[config.mk]
export PLATFORM = sky130hd
export DESIGN_NAME = dcache
export DESIGN_NICKNAME = d
export VERILOG_FILES = /design/src/rtl/cpu_types_pkg.sv /design/src/rtl/dcache_way.sv /design/src/rtl/dcache.sv
export SDC_FILE = /design/constraint.sdc
export NUM_CORES = 2
export LEC_CHECK = 0
export ABC_AREA = 1
export CORE_ASPECT_RATIO = 0.75
export CORE_MARGIN = 2
export CORE_UTILIZATION = 29
export CTS_CLUSTER_DIAMETER = 120
export DETAILED_ROUTE_END_ITERATION = 12
export SYNTH_ARGS = -nofsm -noshare
export SYNTH_HDL_FRONTEND = slang
export SYNTH_SLANG_ARGS = --single-unit
[constraint.sdc]
create_clock -name CLK -period 5.43 [get_ports CLK]
set_input_delay 0.8145 -clock CLK [delete_from_list [all_inputs] [get_ports CLK]]
set_output_delay 0.8145 -clock CLK [all_outputs]
set_load 0.01 [all_outputs]
[src/rtl/cpu_types_pkg.sv]
// Shared CPU types: data-cache address split, frame layout and block-address helper.
package cpu_types_pkg;

    localparam int DTAG_W = 26;
    localparam int DIDX_W = 3;
    localparam int DBLK_W = 1;
    localparam int DBYT_W = 2;

    typedef struct packed {
        logic [DTAG_W-1:0] tag;
        logic [DIDX_W-1:0] idx;
        logic [DBLK_W-1:0] blkoff;
        logic [DBYT_W-1:0] bytoff;
    } dcachef_t;

    typedef struct packed {
        logic              valid;
        logic              dirty;
        logic [DTAG_W-1:0] tag;
        logic [1:0][31:0]  word;
    } dcache_frame_t;

    function automatic logic [31:0] dblk_addr(input logic [DTAG_W-1:0] tag,
                                              input logic [DIDX_W-1:0] idx,
                                              input logic [DBLK_W-1:0] blk);
        return {tag, idx, blk, 2'b00};
    endfunction

endpackage

[src/rtl/dcache_way.sv]
// One way of the data cache: frame array with async clear, tag compare and word select.
module dcache_way
    import cpu_types_pkg::*;
#(
    parameter int SETS = 8
) (
    input  logic                CLK,
    input  logic                nRST,
    input  logic [DIDX_W-1:0]   idx_i,
    input  logic [DTAG_W-1:0]   tag_i,
    input  logic [DBLK_W-1:0]   blkoff_i,
    input  logic                we_i,
    input  dcache_frame_t       wframe_i,
    output logic                hit_o,
    output logic [31:0]         rdata_o,
    output dcache_frame_t       frame_o
);

    dcache_frame_t frames_q [SETS];

    always_ff @(posedge CLK or negedge nRST) begin
        if (!nRST) begin
            for (int i = 0; i < SETS; i++) begin
                frames_q[i] <= '0;
            end
        end else if (we_i) begin
            frames_q[idx_i] <= wframe_i;
        end
    end

    assign frame_o = frames_q[idx_i];
    assign hit_o   = frame_o.valid && (frame_o.tag == tag_i);
    assign rdata_o = frame_o.word[blkoff_i];

endmodule

[src/rtl/dcache.sv]
// Two-way write-back, write-allocate data cache with LRU replacement and halt-time flush.
// Define DCACHE_HITCOUNT_EN to append a store of the hit count to HITCNT_ADDR after the flush.
module dcache
    import cpu_types_pkg::*;
#(
    parameter int          SETS        = 8,
    parameter logic [31:0] HITCNT_ADDR = 32'h3100
) (
    input  logic        CLK,
    input  logic        nRST,
    input  logic        halt,
    input  logic        dmemREN,
    input  logic        dmemWEN,
    input  logic [31:0] dmemaddr,
    input  logic [31:0] dmemstore,
    output logic        dhit,
    output logic [31:0] dmemload,
    output logic        flushed,
    input  logic        dwait,
    input  logic [31:0] dload,
    output logic        dREN,
    output logic        dWEN,
    output logic [31:0] daddr,
    output logic [31:0] dstore
);

    if (SETS != (1 << DIDX_W) || HITCNT_ADDR[1:0] != 2'b00) begin : g_cfg_err
        $error("dcache: SETS must match DIDX_W and HITCNT_ADDR must be word aligned");
    end

    typedef enum logic [3:0] {
        IDLE,
        WB0,
        WB1,
        LD0,
        LD1,
        FLUSH,
        FWB0,
        FWB1,
`ifdef DCACHE_HITCOUNT_EN
        HCNT,
`endif
        DONE
    } state_t;

`ifdef DCACHE_HITCOUNT_EN
    localparam state_t FLUSH_END = HCNT;
`else
    localparam state_t FLUSH_END = DONE;
`endif

    state_t              state_q;
    logic [DTAG_W-1:0]   miss_tag_q;
    logic [DIDX_W-1:0]   miss_idx_q;
    logic                victim_q;
    logic [SETS-1:0]     lru_q;
    logic [DIDX_W:0]     fidx_q;
    logic [31:0]         word0_q;
`ifdef DCACHE_HITCOUNT_EN
    logic [31:0]         hitcnt_q;
    logic                fill_hit_q;
`endif

    dcachef_t            req_a;
    logic [DIDX_W-1:0]   lk_idx;
    logic                flushing;
    logic                cur_way;
    dcache_frame_t       cur_frame;
    dcache_frame_t       miss_frame;
    logic                hit_any;
    logic                hit_way;
    logic                xfer_done;
    logic                last_frame;
    logic [1:0]          way_hit;
    logic [1:0]          way_we;
    logic [31:0]         way_rdata  [2];
    dcache_frame_t       way_frame  [2];
    dcache_frame_t       way_wframe [2];

    assign req_a      = dmemaddr;
    assign flushing   = (state_q == FLUSH) || (state_q == FWB0) || (state_q == FWB1);
    assign xfer_done  = !dwait;
    assign last_frame = &fidx_q;
    assign hit_any    = |way_hit;
    assign hit_way    = way_hit[1];

    // Halt wins over a same-cycle request; only IDLE serves the datapath.
    assign dhit     = (state_q == IDLE) && !halt && (dmemREN || dmemWEN) && hit_any;
    assign dmemload = dhit ? way_rdata[hit_way] : '0;
    assign flushed  = (state_q == DONE);

    always_comb begin
        lk_idx = miss_idx_q;
        if (state_q == IDLE) begin
            lk_idx = req_a.idx;
        end else if (flushing) begin
            lk_idx = fidx_q[DIDX_W:1];
        end
    end

    assign cur_way    = flushing ? fidx_q[0] : victim_q;
    assign cur_frame  = way_frame[cur_way];
    assign miss_frame = way_frame[lru_q[req_a.idx]];

    for (genvar w = 0; w < 2; w++) begin : g_way
        dcache_way #(.SETS(SETS)) u_way (
            .CLK      (CLK),
            .nRST     (nRST),
            .idx_i    (lk_idx),
            .tag_i    (req_a.tag),
            .blkoff_i (req_a.blkoff),
            .we_i     (way_we[w]),
            .wframe_i (way_wframe[w]),
            .hit_o    (way_hit[w]),
            .rdata_o  (way_rdata[w]),
            .frame_o  (way_frame[w])
        );
    end

    always_comb begin
        way_we        = '0;
        way_wframe[0] = way_frame[0];
        way_wframe[1] = way_frame[1];
        if (dhit && dmemWEN) begin
            way_we[hit_way]                          = 1'b1;
            way_wframe[hit_way].word[req_a.blkoff]   = dmemstore;
            way_wframe[hit_way].dirty                = 1'b1;
        end
        if (state_q == LD1 && xfer_done) begin
            way_we[victim_q]           = 1'b1;
            way_wframe[victim_q].valid = 1'b1;
            way_wframe[victim_q].dirty = 1'b0;
            way_wframe[victim_q].tag   = miss_tag_q;
            way_wframe[victim_q].word  = {dload, word0_q};
        end
        if (state_q == FWB1 && xfer_done) begin
            way_we[fidx_q[0]]           = 1'b1;
            way_wframe[fidx_q[0]].dirty = 1'b0;
        end
    end

    // Bus outputs decode straight from registered state, so they hold until dwait drops.
    always_comb begin
        dREN   = 1'b0;
        dWEN   = 1'b0;
        daddr  = '0;
        dstore = '0;
        case (state_q)
            WB0, FWB0: begin
                dWEN   = 1'b1;
                daddr  = dblk_addr(cur_frame.tag, lk_idx, 1'b0);
                dstore = cur_frame.word[0];
            end
            WB1, FWB1: begin
                dWEN   = 1'b1;
                daddr  = dblk_addr(cur_frame.tag, lk_idx, 1'b1);
                dstore = cur_frame.word[1];
            end
            LD0: begin
                dREN  = 1'b1;
                daddr = dblk_addr(miss_tag_q, miss_idx_q, 1'b0);
            end
            LD1: begin
                dREN  = 1'b1;
                daddr = dblk_addr(miss_tag_q, miss_idx_q, 1'b1);
            end
`ifdef DCACHE_HITCOUNT_EN
            HCNT: begin
                dWEN   = 1'b1;
                daddr  = HITCNT_ADDR;
                dstore = hitcnt_q;
            end
`endif
            default: ;
        endcase
    end

    always_ff @(posedge CLK or negedge nRST) begin
        if (!nRST) begin
            state_q    <= IDLE;
            miss_tag_q <= '0;
            miss_idx_q <= '0;
            victim_q   <= 1'b0;
            lru_q      <= '0;
            fidx_q     <= '0;
            word0_q    <= '0;
`ifdef DCACHE_HITCOUNT_EN
            hitcnt_q   <= '0;
            fill_hit_q <= 1'b0;
`endif
        end else begin
            case (state_q)
                IDLE: begin
                    if (halt) begin
                        state_q <= FLUSH;
                        fidx_q  <= '0;
                    end else if (dmemREN || dmemWEN) begin
                        if (hit_any) begin
                            lru_q[req_a.idx] <= ~hit_way;
                        end else begin
                            miss_tag_q <= req_a.tag;
                            miss_idx_q <= req_a.idx;
                            victim_q   <= lru_q[req_a.idx];
                            state_q    <= (miss_frame.valid && miss_frame.dirty) ? WB0 : LD0;
                        end
                    end
`ifdef DCACHE_HITCOUNT_EN
                    if (dhit) begin
                        if (fill_hit_q) begin
                            fill_hit_q <= 1'b0;
                        end else begin
                            hitcnt_q <= hitcnt_q + 32'd1;
                        end
                    end
`endif
                end
                WB0: if (xfer_done) state_q <= WB1;
                WB1: if (xfer_done) state_q <= LD0;
                LD0: begin
                    if (xfer_done) begin
                        word0_q <= dload;
                        state_q <= LD1;
                    end
                end
                LD1: begin
                    if (xfer_done) begin
                        state_q <= IDLE;
`ifdef DCACHE_HITCOUNT_EN
                        fill_hit_q <= 1'b1;
`endif
                    end
                end
                FLUSH: begin
                    if (cur_frame.valid && cur_frame.dirty) begin
                        state_q <= FWB0;
                    end else if (last_frame) begin
                        state_q <= FLUSH_END;
                    end else begin
                        fidx_q <= fidx_q + 1'b1;
                    end
                end
                FWB0: if (xfer_done) state_q <= FWB1;
                FWB1: begin
                    if (xfer_done) begin
                        if (last_frame) begin
                            state_q <= FLUSH_END;
                        end else begin
                            fidx_q  <= fidx_q + 1'b1;
                            state_q <= FLUSH;
                        end
                    end
                end
`ifdef DCACHE_HITCOUNT_EN
                HCNT: if (xfer_done) state_q <= DONE;
`endif
                DONE: ;
                default: state_q <= IDLE;
            endcase
        end
    end

endmodule
==> flow_summary.json <==
{
  "status": "finished with violations",
  "violations": "negative setup slack",
  "fmax_ghz": 0.178,
  "routed_wl_um": 326000,
  "cp_num_buf_inv": 10,
  "drt_iter0_drc": 9046,
  "cts_tree": "done",
  "fp.dieW_um": 593,
  "max-slew-margin-rel_pct": 35.6,
  "clock-sinks": 1550,
  "crit_path_top_delay_cell": "dfrtp_1",
  "fin_area_sq_um": 97800,
  "p_leak_nw": 50.3,
  "io_buffers": 197,
  "io_pins": 202,
  "postSynth.asyncResetShare_pct": 100,
  "grt_usage_pct": 24.0,
  "drv_slew": 0,
  "avgSynthCellArea_sq_um": 7.57,
  "hold_viol_final": 0,
  "grt_pass1_vias": 69400,
  "initial_core_util_pct": 29.1,
  "synth-seq-area-share_pct": 51.4,
  "place_area_sq_um": 87200,
  "path_common_cell": "nand3_4",
  "ant_nets": 0,
  "fin_worst_skew_ps": 83.9,
  "synth_edf_count": 0,
  "ys_warn_count": 0,
  "synth_flop_cell": "dfrtp_1",
  "start_kind": "flip-flop",
  "dp_worst_setup_slack_ps": -476,
  "gp_congestion": 0.924,
  "ys_seq_elements": 1550,
  "numCtsBuffers": 171,
  "routed-via-count": 74000,
  "drcViolationCount": 0,
  "clk_latency_ps": 880,
  "setup_violations": 27,
  "rsz0062_at_grt": "yes",
  "path_clk_slew_ps": 60,
  "mostFrequentLayoutCells": "5224 x nand2_1, 1549 x dfrtp_1, 566 x buf_4",
  "p_per_area_nw_per_um2": 627,
  "fin_nets": 10700,
  "worst_slew_pin_slew_ps": 966,
  "hold_class": "reg -> reg",
  "irDropWorstVdd_v": 0.000512,
  "layout_setup_ws_ps": -174,
  "cp.arrival_ps": 4790,
  "wl_per_cell_um": 23.0,
  "core_sq_um": 259000,
  "fillers": 26000,
  "maxCapViolCount": 0,
  "critPathMaxFanout": 7,
  "layout_commonest_cell": "nand2_1",
  "fin_cells": 14200,
  "synth_area_sq_um": 75500,
  "crit_path_end_kind": "primary output",
  "overflow": 0,
  "die_y_um": 446,
  "dpl.cell_count": 13700,
  "dp_hpwl_um": 208000,
  "cp_top_family": "simple AND/OR/NAND/NOR gates",
  "grt_max_degree": 139,
  "drive_gt1_share_pct": 16.2,
  "antenna_found_initial": 18,
  "htreeDepth": 4,
  "via_per_inst": 5.21,
  "path_class": "reg -> out",
  "grt_pass1_wl_um": 476000,
  "synth_cells": 9965,
  "die_area_sq_um": 264000,
  "drt-pass1-iter-count": 6,
  "max_stage_delay_ps": 400,
  "clock_tree.buffer_depth": 3,
  "synth.distinct_cells": 47,
  "min_period_over_period_pct": 103,
  "crit_required_ps": 4620,
  "cts_root_buf": "clkbuf_16",
  "syn2layout_area_growth_pct": 29.6,
  "row_count": 162,
  "period_needed_ps": 5600
}
## power breakdown
group | total (mW) | internal [mW] | leakage (nW) | switching, mW
clock | 12.0 | 6.82 | 2.82 | 5.20
combinational | 33.8 | 12.4 | 26.3 | 21.4
sequential | 15.4 | 14.0 | 21.2 | 1.38
## layout make-up
class | count | area [sq um] | share of cell area (%)
Antenna cell | 14 | 35.0 | 0.0358
Clock buffer | 255 | 5060 | 5.17
Clock inverter | 48 | 706 | 0.722
Inverter | 440 | 1820 | 1.86
Multi-Input combinational cell | 7371 | 34900 | 35.7
Sequential cell | 1550 | 38800 | 39.7
Tap cell | 3444 | 4310 | 4.41
Timing Repair Buffer | 1079 | 12200 | 12.5
Timing Repair inverter | 1 | 8.76 | 0.00896
## worst min-delay path, cell delays in order (launching register included)
cell and delay [ps]:
dfrtp_1 340, nand2_1 50, nand2_1 60
## layer usage
layer	global-route usage, %	wire length [um]	vias up
met5	0	34	-
met4	11.1	17400	6
met3	5.70	35800	757
met2	34.7	136000	4116
met1	33.8	137000	35900
li1	-	-	33200
## synth_stat cells, drive strengths merged (23+ instances only)
| library cell | count | share of area (%) |
|---|---|---|
| a22o | 260 | 3.0 |
| nor2 | 279 | 1.5 |
| a22oi | 43 | 0.43 |
| a21oi | 23 | 0.15 |
| o21ai | 466 | 3.1 |
| clkbuf | 315 | 1.6 |
| nand2 | 5398 | 27 |
| nand4 | 71 | 0.61 |
| buf | 291 | 2.0 |
| nand3 | 437 | 2.9 |
| a221oi | 177 | 2.1 |
| mux2 | 33 | 0.49 |
| o32ai | 24 | 0.28 |
| dfrtp | 1550 | 51 |
| inv | 434 | 2.2 |
| o22ai | 68 | 0.56 |
## worst paths after layout
path,from,end,slack [ps],cells past startpoint
setup reg to reg,state_q[2],g_way[0].u_way.frames_q[151],500,31
min in group asynchronous,nRST,g_way[1].u_way.frames_q[412],550,2
max in group asynchronous,nRST,g_way[0].u_way.frames_q[462],3420,3
setup / recovery,state_q[2],dmemload[5],-170,25
hold / removal,g_way[0].u_way.frames_q[299],g_way[0].u_way.frames_q[299],480,2
hold reg to reg,g_way[0].u_way.frames_q[299],g_way[0].u_way.frames_q[299],480,2
## registers in the layout (all words and copies together) (netlist names)
name and count:
lru_q 8, fidx_q 4, miss_tag_q 26, state_q 4
victim_q 1, miss_idx_q 3, word0_q 32, g_way.u_way.frames_q 1472
## per-stage QoR
stage	hold slack (ps)	setup TNS (ps)	util (%)	power (mW)
2_1_floorplan	449	0	-	28.5
3_3_place_gp	461	-10160	33.6	42.8
3_5_place_dp	465	-10560	33.6	43.0
4_1_cts	481	-563	37.0	58.7
5_1_grt	488	-7280	37.7	63.8
6_report	477	-1820	37.7	61.3
## cell families (layout without fill, tap and decap cells)
group	count (synthesis)	in the layout	share of synthesized area (%)
AOI/OAI and AO/OA	1118	1118	10.2
xor gates and xnor gates	1	1	0.0116
adders and majority gates	1	1	0.0166
buffers and inverters	1046	1823	5.72
DFF	1550	1550	51.4
muxes	38	38	0.559
other	1	16	0.00497
and+or+nand+nor	6210	6211	32.1
## what timing repair did
item                                   CTS  global route
pin swaps                              101            99
endpoints found under the hold margin   47             0
setup buffers                          107            48
gates resized for setup                486           416
setup endpoints to repair               65            86
cloned                                  22             7
hold buffers                             1             0
Note: power is estimated with default switching activity, not from simulation.
